===== config.mk =====
export PLATFORM = sky130hd
export DESIGN_NAME = lector_display_multiplexado
export DESIGN_NICKNAME = d
export VERILOG_FILES = /design/src/rtl/lector_display_pkg.sv /design/src/rtl/segmentos_a_bcd.sv /design/src/rtl/lector_display_multiplexado.sv
export SDC_FILE = /design/constraint.sdc
export NUM_CORES = 1
export LEC_CHECK = 0
export ABC_AREA = 1
export BUFFER_PORTS_ARGS = -buffer_cell sky130_fd_sc_hd__buf_2
export CORE_UTILIZATION = 40
export CTS_CLUSTER_DIAMETER = 50
export DETAILED_ROUTE_END_ITERATION = 16
export SLEW_MARGIN = 20
export SYNTH_ARGS = -nofsm -noshare
export SYNTH_HDL_FRONTEND = slang
export SYNTH_SLANG_ARGS = --single-unit

===== constraint.sdc =====
create_clock -name clk -period 2 [get_ports clk]
set_clock_uncertainty 0.15 [all_clocks]
set_input_delay 0.1 -clock clk [delete_from_list [all_inputs] [get_ports clk]]
set_output_delay 0.1 -clock clk [all_outputs]
set_load 0.05 [all_outputs]

===== src/rtl/lector_display_pkg.sv =====
// Shared constants for the multiplexed 7-segment display reader: segment patterns
// (bit6=a .. bit0=g), capture codes and the one-hot anode check.
package lector_display_pkg;

   localparam logic [6:0] SEG_0      = 7'b1111110;
   localparam logic [6:0] SEG_1      = 7'b0110000;
   localparam logic [6:0] SEG_2      = 7'b1101101;
   localparam logic [6:0] SEG_3      = 7'b1111001;
   localparam logic [6:0] SEG_4      = 7'b0110011;
   localparam logic [6:0] SEG_5      = 7'b1011011;
   localparam logic [6:0] SEG_6      = 7'b1011111;
   localparam logic [6:0] SEG_7      = 7'b1110000;
   localparam logic [6:0] SEG_8      = 7'b1111111;
   localparam logic [6:0] SEG_9      = 7'b1111011;
   localparam logic [6:0] SEG_BLANCO = 7'b0000000;

   localparam logic [3:0] COD_BLANCO   = 4'hF;
   localparam logic [3:0] COD_INVALIDO = 4'hE;

   // Anode vectors narrower than 8 bits are zero-extended by the caller.
   function automatic logic onehot_ok(input logic [7:0] v);
      return (v != 8'd0) && ((v & (v - 8'd1)) == 8'd0);
   endfunction

endpackage


===== src/rtl/segmentos_a_bcd.sv =====
// Combinational 7-segment pattern decoder: digit patterns map to 0..9, blank to 4'hF,
// anything else to 4'hE with o_legal low.
module segmentos_a_bcd
   import lector_display_pkg::*;
(
   input  logic [6:0] i_segmento,
   output logic [3:0] o_codigo,
   output logic       o_legal
);

   always_comb begin
      o_codigo = COD_INVALIDO;
      o_legal  = 1'b1;
      case (i_segmento)
         SEG_0:      o_codigo = 4'h0;
         SEG_1:      o_codigo = 4'h1;
         SEG_2:      o_codigo = 4'h2;
         SEG_3:      o_codigo = 4'h3;
         SEG_4:      o_codigo = 4'h4;
         SEG_5:      o_codigo = 4'h5;
         SEG_6:      o_codigo = 4'h6;
         SEG_7:      o_codigo = 4'h7;
         SEG_8:      o_codigo = 4'h8;
         SEG_9:      o_codigo = 4'h9;
         SEG_BLANCO: o_codigo = COD_BLANCO;
         default:    o_legal  = 1'b0;
      endcase
   end

endmodule


===== src/rtl/lector_display_multiplexado.sv =====
// Samples a multiplexed 7-segment bus, waits for each anode/pattern pair to be stable,
// and publishes a full frame of BCD codes. Optional decimal point: define PUNTO_DECIMAL_EN.
module lector_display_multiplexado
   import lector_display_pkg::*;
#(
   parameter int N_DIGITOS       = 4,
   parameter int ESTABLE_CICLOS  = 3,
   parameter bit SEG_ACTIVO_BAJO = 1'b0
)
(
   input  logic                     clk,
   input  logic                     rst_n,
   input  logic [N_DIGITOS-1:0]     anodo,
   input  logic [6:0]               segmento,
   output logic [4*N_DIGITOS-1:0]   digitos,
   output logic                     digitos_valido,
   output logic                     error_patron,
   output logic                     error_anodo
`ifdef PUNTO_DECIMAL_EN
   ,
   input  logic                     segmento_dp,
   output logic [N_DIGITOS-1:0]     puntos
`endif
);

   localparam int CNT_W = $clog2(ESTABLE_CICLOS + 1);
   localparam logic [CNT_W-1:0] CNT_MAX = CNT_W'(ESTABLE_CICLOS);
`ifdef PUNTO_DECIMAL_EN
   localparam int MUESTRA_W = N_DIGITOS + 8;
`else
   localparam int MUESTRA_W = N_DIGITOS + 7;
`endif

   logic [N_DIGITOS-1:0]   w_anodo;
   logic [6:0]             w_seg;
   logic [MUESTRA_W-1:0]   w_muestra;
   logic [3:0]             w_codigo;
   logic                   w_legal;
   logic                   w_onehot;
   logic                   w_multi;
   logic                   w_igual;
   logic [CNT_W-1:0]       w_cnt_next;
   logic                   w_alcanza;
   logic                   w_captura;
   logic [N_DIGITOS-1:0]   w_mascara_nueva;
   logic                   w_fin;
   logic [4*N_DIGITOS-1:0] w_slots_next;

   logic [MUESTRA_W-1:0]   r_muestra;
   logic [CNT_W-1:0]       r_cnt;
   logic [N_DIGITOS-1:0]   r_mascara;
   logic [4*N_DIGITOS-1:0] r_slots;
   logic [4*N_DIGITOS-1:0] r_digitos;
   logic                   r_valido;
   logic                   r_err_patron;
   logic                   r_err_anodo;

   assign w_anodo = SEG_ACTIVO_BAJO ? ~anodo : anodo;
   assign w_seg   = SEG_ACTIVO_BAJO ? ~segmento : segmento;

`ifdef PUNTO_DECIMAL_EN
   logic                 w_dp;
   logic [N_DIGITOS-1:0] w_puntos_next;
   logic [N_DIGITOS-1:0] r_puntos_buf;
   logic [N_DIGITOS-1:0] r_puntos;

   assign w_dp      = SEG_ACTIVO_BAJO ? ~segmento_dp : segmento_dp;
   assign w_muestra = {w_anodo, w_seg, w_dp};
`else
   assign w_muestra = {w_anodo, w_seg};
`endif

   segmentos_a_bcd u_decod (
      .i_segmento (w_seg),
      .o_codigo   (w_codigo),
      .o_legal    (w_legal)
   );

   assign w_onehot = onehot_ok(8'(w_anodo));
   assign w_multi  = (w_anodo != '0) && !w_onehot;
   assign w_igual  = (w_muestra == r_muestra);

   // Gaps and multi-anode samples reset the count; a saturated count never re-triggers.
   always_comb begin
      w_cnt_next = r_cnt;
      if (!w_onehot)
         w_cnt_next = '0;
      else if (!w_igual)
         w_cnt_next = CNT_W'(1);
      else if (r_cnt != CNT_MAX)
         w_cnt_next = r_cnt + CNT_W'(1);
      w_alcanza = w_onehot && (w_cnt_next == CNT_MAX) && !(w_igual && (r_cnt == CNT_MAX));
   end

   assign w_captura       = w_alcanza && ((r_mascara & w_anodo) == '0);
   assign w_mascara_nueva = w_captura ? (r_mascara | w_anodo) : r_mascara;
   assign w_fin           = w_captura && (w_mascara_nueva == '1);

   always_comb begin
      w_slots_next = r_slots;
      for (int i = 0; i < N_DIGITOS; i++)
         if (w_captura && w_anodo[i])
            w_slots_next[4*i +: 4] = w_codigo;
   end

`ifdef PUNTO_DECIMAL_EN
   always_comb begin
      w_puntos_next = r_puntos_buf;
      for (int i = 0; i < N_DIGITOS; i++)
         if (w_captura && w_anodo[i])
            w_puntos_next[i] = w_dp;
   end

   always_ff @(posedge clk) begin
      if (!rst_n) begin
         r_puntos_buf <= '0;
         r_puntos     <= '0;
      end else begin
         r_puntos_buf <= w_puntos_next;
         if (w_fin)
            r_puntos <= w_puntos_next;
      end
   end

   assign puntos = r_puntos;
`endif

   always_ff @(posedge clk) begin
      if (!rst_n) begin
         r_muestra    <= '0;
         r_cnt        <= '0;
         r_mascara    <= '0;
         r_slots      <= '1;
         r_digitos    <= '1;
         r_valido     <= 1'b0;
         r_err_patron <= 1'b0;
         r_err_anodo  <= 1'b0;
      end else begin
         r_muestra    <= w_muestra;
         r_cnt        <= w_cnt_next;
         r_slots      <= w_slots_next;
         r_mascara    <= w_fin ? '0 : w_mascara_nueva;
         r_valido     <= w_fin;
         r_err_patron <= w_captura && !w_legal;
         r_err_anodo  <= w_multi;
         if (w_fin)
            r_digitos <= w_slots_next;
      end
   end

   assign digitos        = r_digitos;
   assign digitos_valido = r_valido;
   assign error_patron   = r_err_patron;
   assign error_anodo    = r_err_anodo;

endmodule


==> flow_summary.yaml <==
synth:
  ys_seq_elements: 52
  synthFlopType: "dfxtp_1"
  synthTopCellsByCount: "nand2_1, nand3_1, dfxtp_1"
  syn_avg_cell_area_um2: 6.81
  synth_edf_count: 0
  yosys_warnings: 0
  synthDominantCellAreaShare: 0.428
  yosys.area.top_type: "dfxtp_1"
  yosysUniqueCellTypes: 27
  synth.most_common_cell: "nand2_1"
  ys_top_cells_by_area: "dfxtp_1, nand2_1, nand3_1, inv_1, nor2_1"
  synth_area_mm2: 0.00243
  netlist_instances: 357
  yosysSeqAreaShare: 0.428
  syn_nets: 370
  ys_async_sr_fraction: 0
power_and_ir_drop:
  power_mw: 1.89
  p_per_area_mw_per_mm2: 575
  vdd.ir_drop.worst_mv: 0.253
  p_leak_nw: 1.71
placed_design:
  place_congestion: 0.820
  dp.cells: 464
  post_dp_cell_area_mm2: 0.00272
  hpwl_mm: 3.69
  post-place-ws_ns: 0.0110
  numPortBuffers: 31
status:
  violations: "negative setup slack"
  status: "complete, but fails checks"
timing:
  drv_slew: 0
  rsz0062_at_grt: "yes"
  tightest_slew_ns: 0.388
  slew_headroom: 0.741
  finalSetupViolations: 18
  final-hold-violation-count: 0
  min_period_over_period: 1.02
  finalCriticalPeriod_ns: 2.04
  holdWs_ns: 0.0381
  final.setup.worst_slack_ns: -0.0424
  fin_tns_setup_ns: -0.470
  fmax_mhz: 490
global_routing:
  grt_util_all_layers: 0.186
  grt_pass1_vias: 2060
  grt_first_pass_wirelength_mm: 9.12
  grt_max_degree: 33
  antenna_found_initial: 0
  grt_overflow_total: 0
final_layout:
  final_layout_size_suffix_gt1_frac: 0.299
  antenna_cells: 0
  final_cell_area_mm2: 0.00329
  stdcell_count: 493
  nets: 430
  area_growth_pct: 35.5
  utilization: 0.560
floorplan:
  die_w_um: 80.0
  core.rowCount: 28
  die_h_um: 80.0
  core-area_mm2: 0.00589
  die_area_mm2: 0.00639
  ios: 32
  initial_core_util: 0.413
routing:
  vias: 2347
  drt-total-wl_mm: 5.92
  wire_per_inst_um: 12.0
  antenna_left: 0
  drtPass1Iterations: 4
  drc_errors: 0
  avgViaCountPerCell: 4.76
  drt_iter0_markers: 105
setup_path:
  required_ns: 2.06
  cp_max_fo: 5
  crit_arrival_ns: 2.11
  startpoint_type: "register"
  endpoint_kind: "register"
  path_class: "reg2reg"
clocking:
  clock-root-buffer: "clkbuf_8"
  tritoncts: "done"
  clock_latency_ns: 0.31
  clkTransAtPathRegs_ns: 0.10
  cts_num_sinks: 52
  cts_buffers: 5
  h-tree-depth: 2
  clock_path_buffers: 2
worst_hold_path:
  hold_path_class: "in2reg"
job:
  maxCapViolations: 0
## logic make-up after synthesis
| family | share of synthesized area |
|---|---|
| compound gates | 0.0149 |
| buf+inv | 0.0998 |
| xor+xnor | 0.0180 |
| simple gates | 0.439 |
| flops | 0.428 |
## routing by layer
metal | routed length, µm | share of wire | track usage
met5 | 0 | 0 | 0
met2 | 2920 | 0.49 | 0.322
met4 | 93 | 0.016 | 0.0625
met3 | 201 | 0.034 | 0.0400
met1 | 2700 | 0.46 | 0.225
## final timing paths
kind / start / end / slack (ns) / depth (start not counted)
setup / recovery: r_muestra[5] / r_mascara[3] / -0.04 / 15
hold / removal: rst_n / r_muestra[5] / 0.04 / 3
setup reg to reg: r_muestra[5] / r_mascara[3] / -0.04 / 15
hold reg to reg: digitos[2] / digitos[2] / 0.31 / 2
## cell usage in the layout (no fill, tap or decap)
master / n
a21oi_1: 1
a31oi_1: 1
and2_1: 1
buf_12: 5
buf_2: 31
buf_4: 11
buf_6: 2
buf_8: 1
clkbuf_8: 5
clkinv_4: 1
clkinvlp_4: 1
dfxtp_1: 45
dfxtp_2: 7
dlygate4sd3_1: 11
inv_1: 41
inv_2: 8
inv_8: 1
nand2_1: 103
nand2_2: 20
nand2_4: 7
nand2_8: 2
nand3_1: 59
nand3_2: 5
nand3b_1: 1
nand4_1: 4
nand4_4: 4
nor2_1: 15
nor2_2: 6
nor2_4: 5
nor2_8: 1
nor3_1: 2
nor3_2: 1
nor4_1: 1
o211ai_1: 1
o21ai_0: 2
o31ai_1: 1
xnor2_1: 4
xnor2_2: 1
## critical path: stages, from the launching register on
cell and delay (ns):
dfxtp_2 0.34, inv_1 0.03, nand2_1 0.04, nand2_1 0.08, nor2_4 0.13, nand2_2 0.08, nor2_4 0.15, buf_12 0.14
nand4_4 0.08, nand2_2 0.13, nand2_4 0.07, nor2_8 0.12, buf_12 0.15, nand2_8 0.08, nand2_1 0.10, nor2_1 0.05
## sequential cells by signal, indices dropped and copies added, names as in the netlist
name,count
error_patron,1
r_slots,16
error_anodo,1
r_mascara,4
r_muestra,11
digitos,16
digitos_valido,1
r_cnt,2
## timing repair
action,CTS,global route
buffers inserted,3,4
pin swaps,4,19
hold endpoints to repair,11,0
cloned,1,2
gates resized for setup,9,55
setup endpoints to repair,7,21
hold buffers,11,0
## power by group
part | total, mW | internal, mW | leakage, nW | switching (mW)
logic | 0.192 | 0.0745 | 1.23 | 0.118
clock network | 0.644 | 0.258 | 0.0463 | 0.387
registers | 1.06 | 1.05 | 0.427 | 0.00672
## area by class of cell
type	instances	area, µm²
timing repair buffer	61	485
fill	584	2590
inverter	49	184
multi-input combinational	248	1380
clock inverter	3	27.5
tap	75	93.8
sequential	52	1050
clock buffer	5	68.8
No activity file was read; power rests on OpenSTA's default activity.
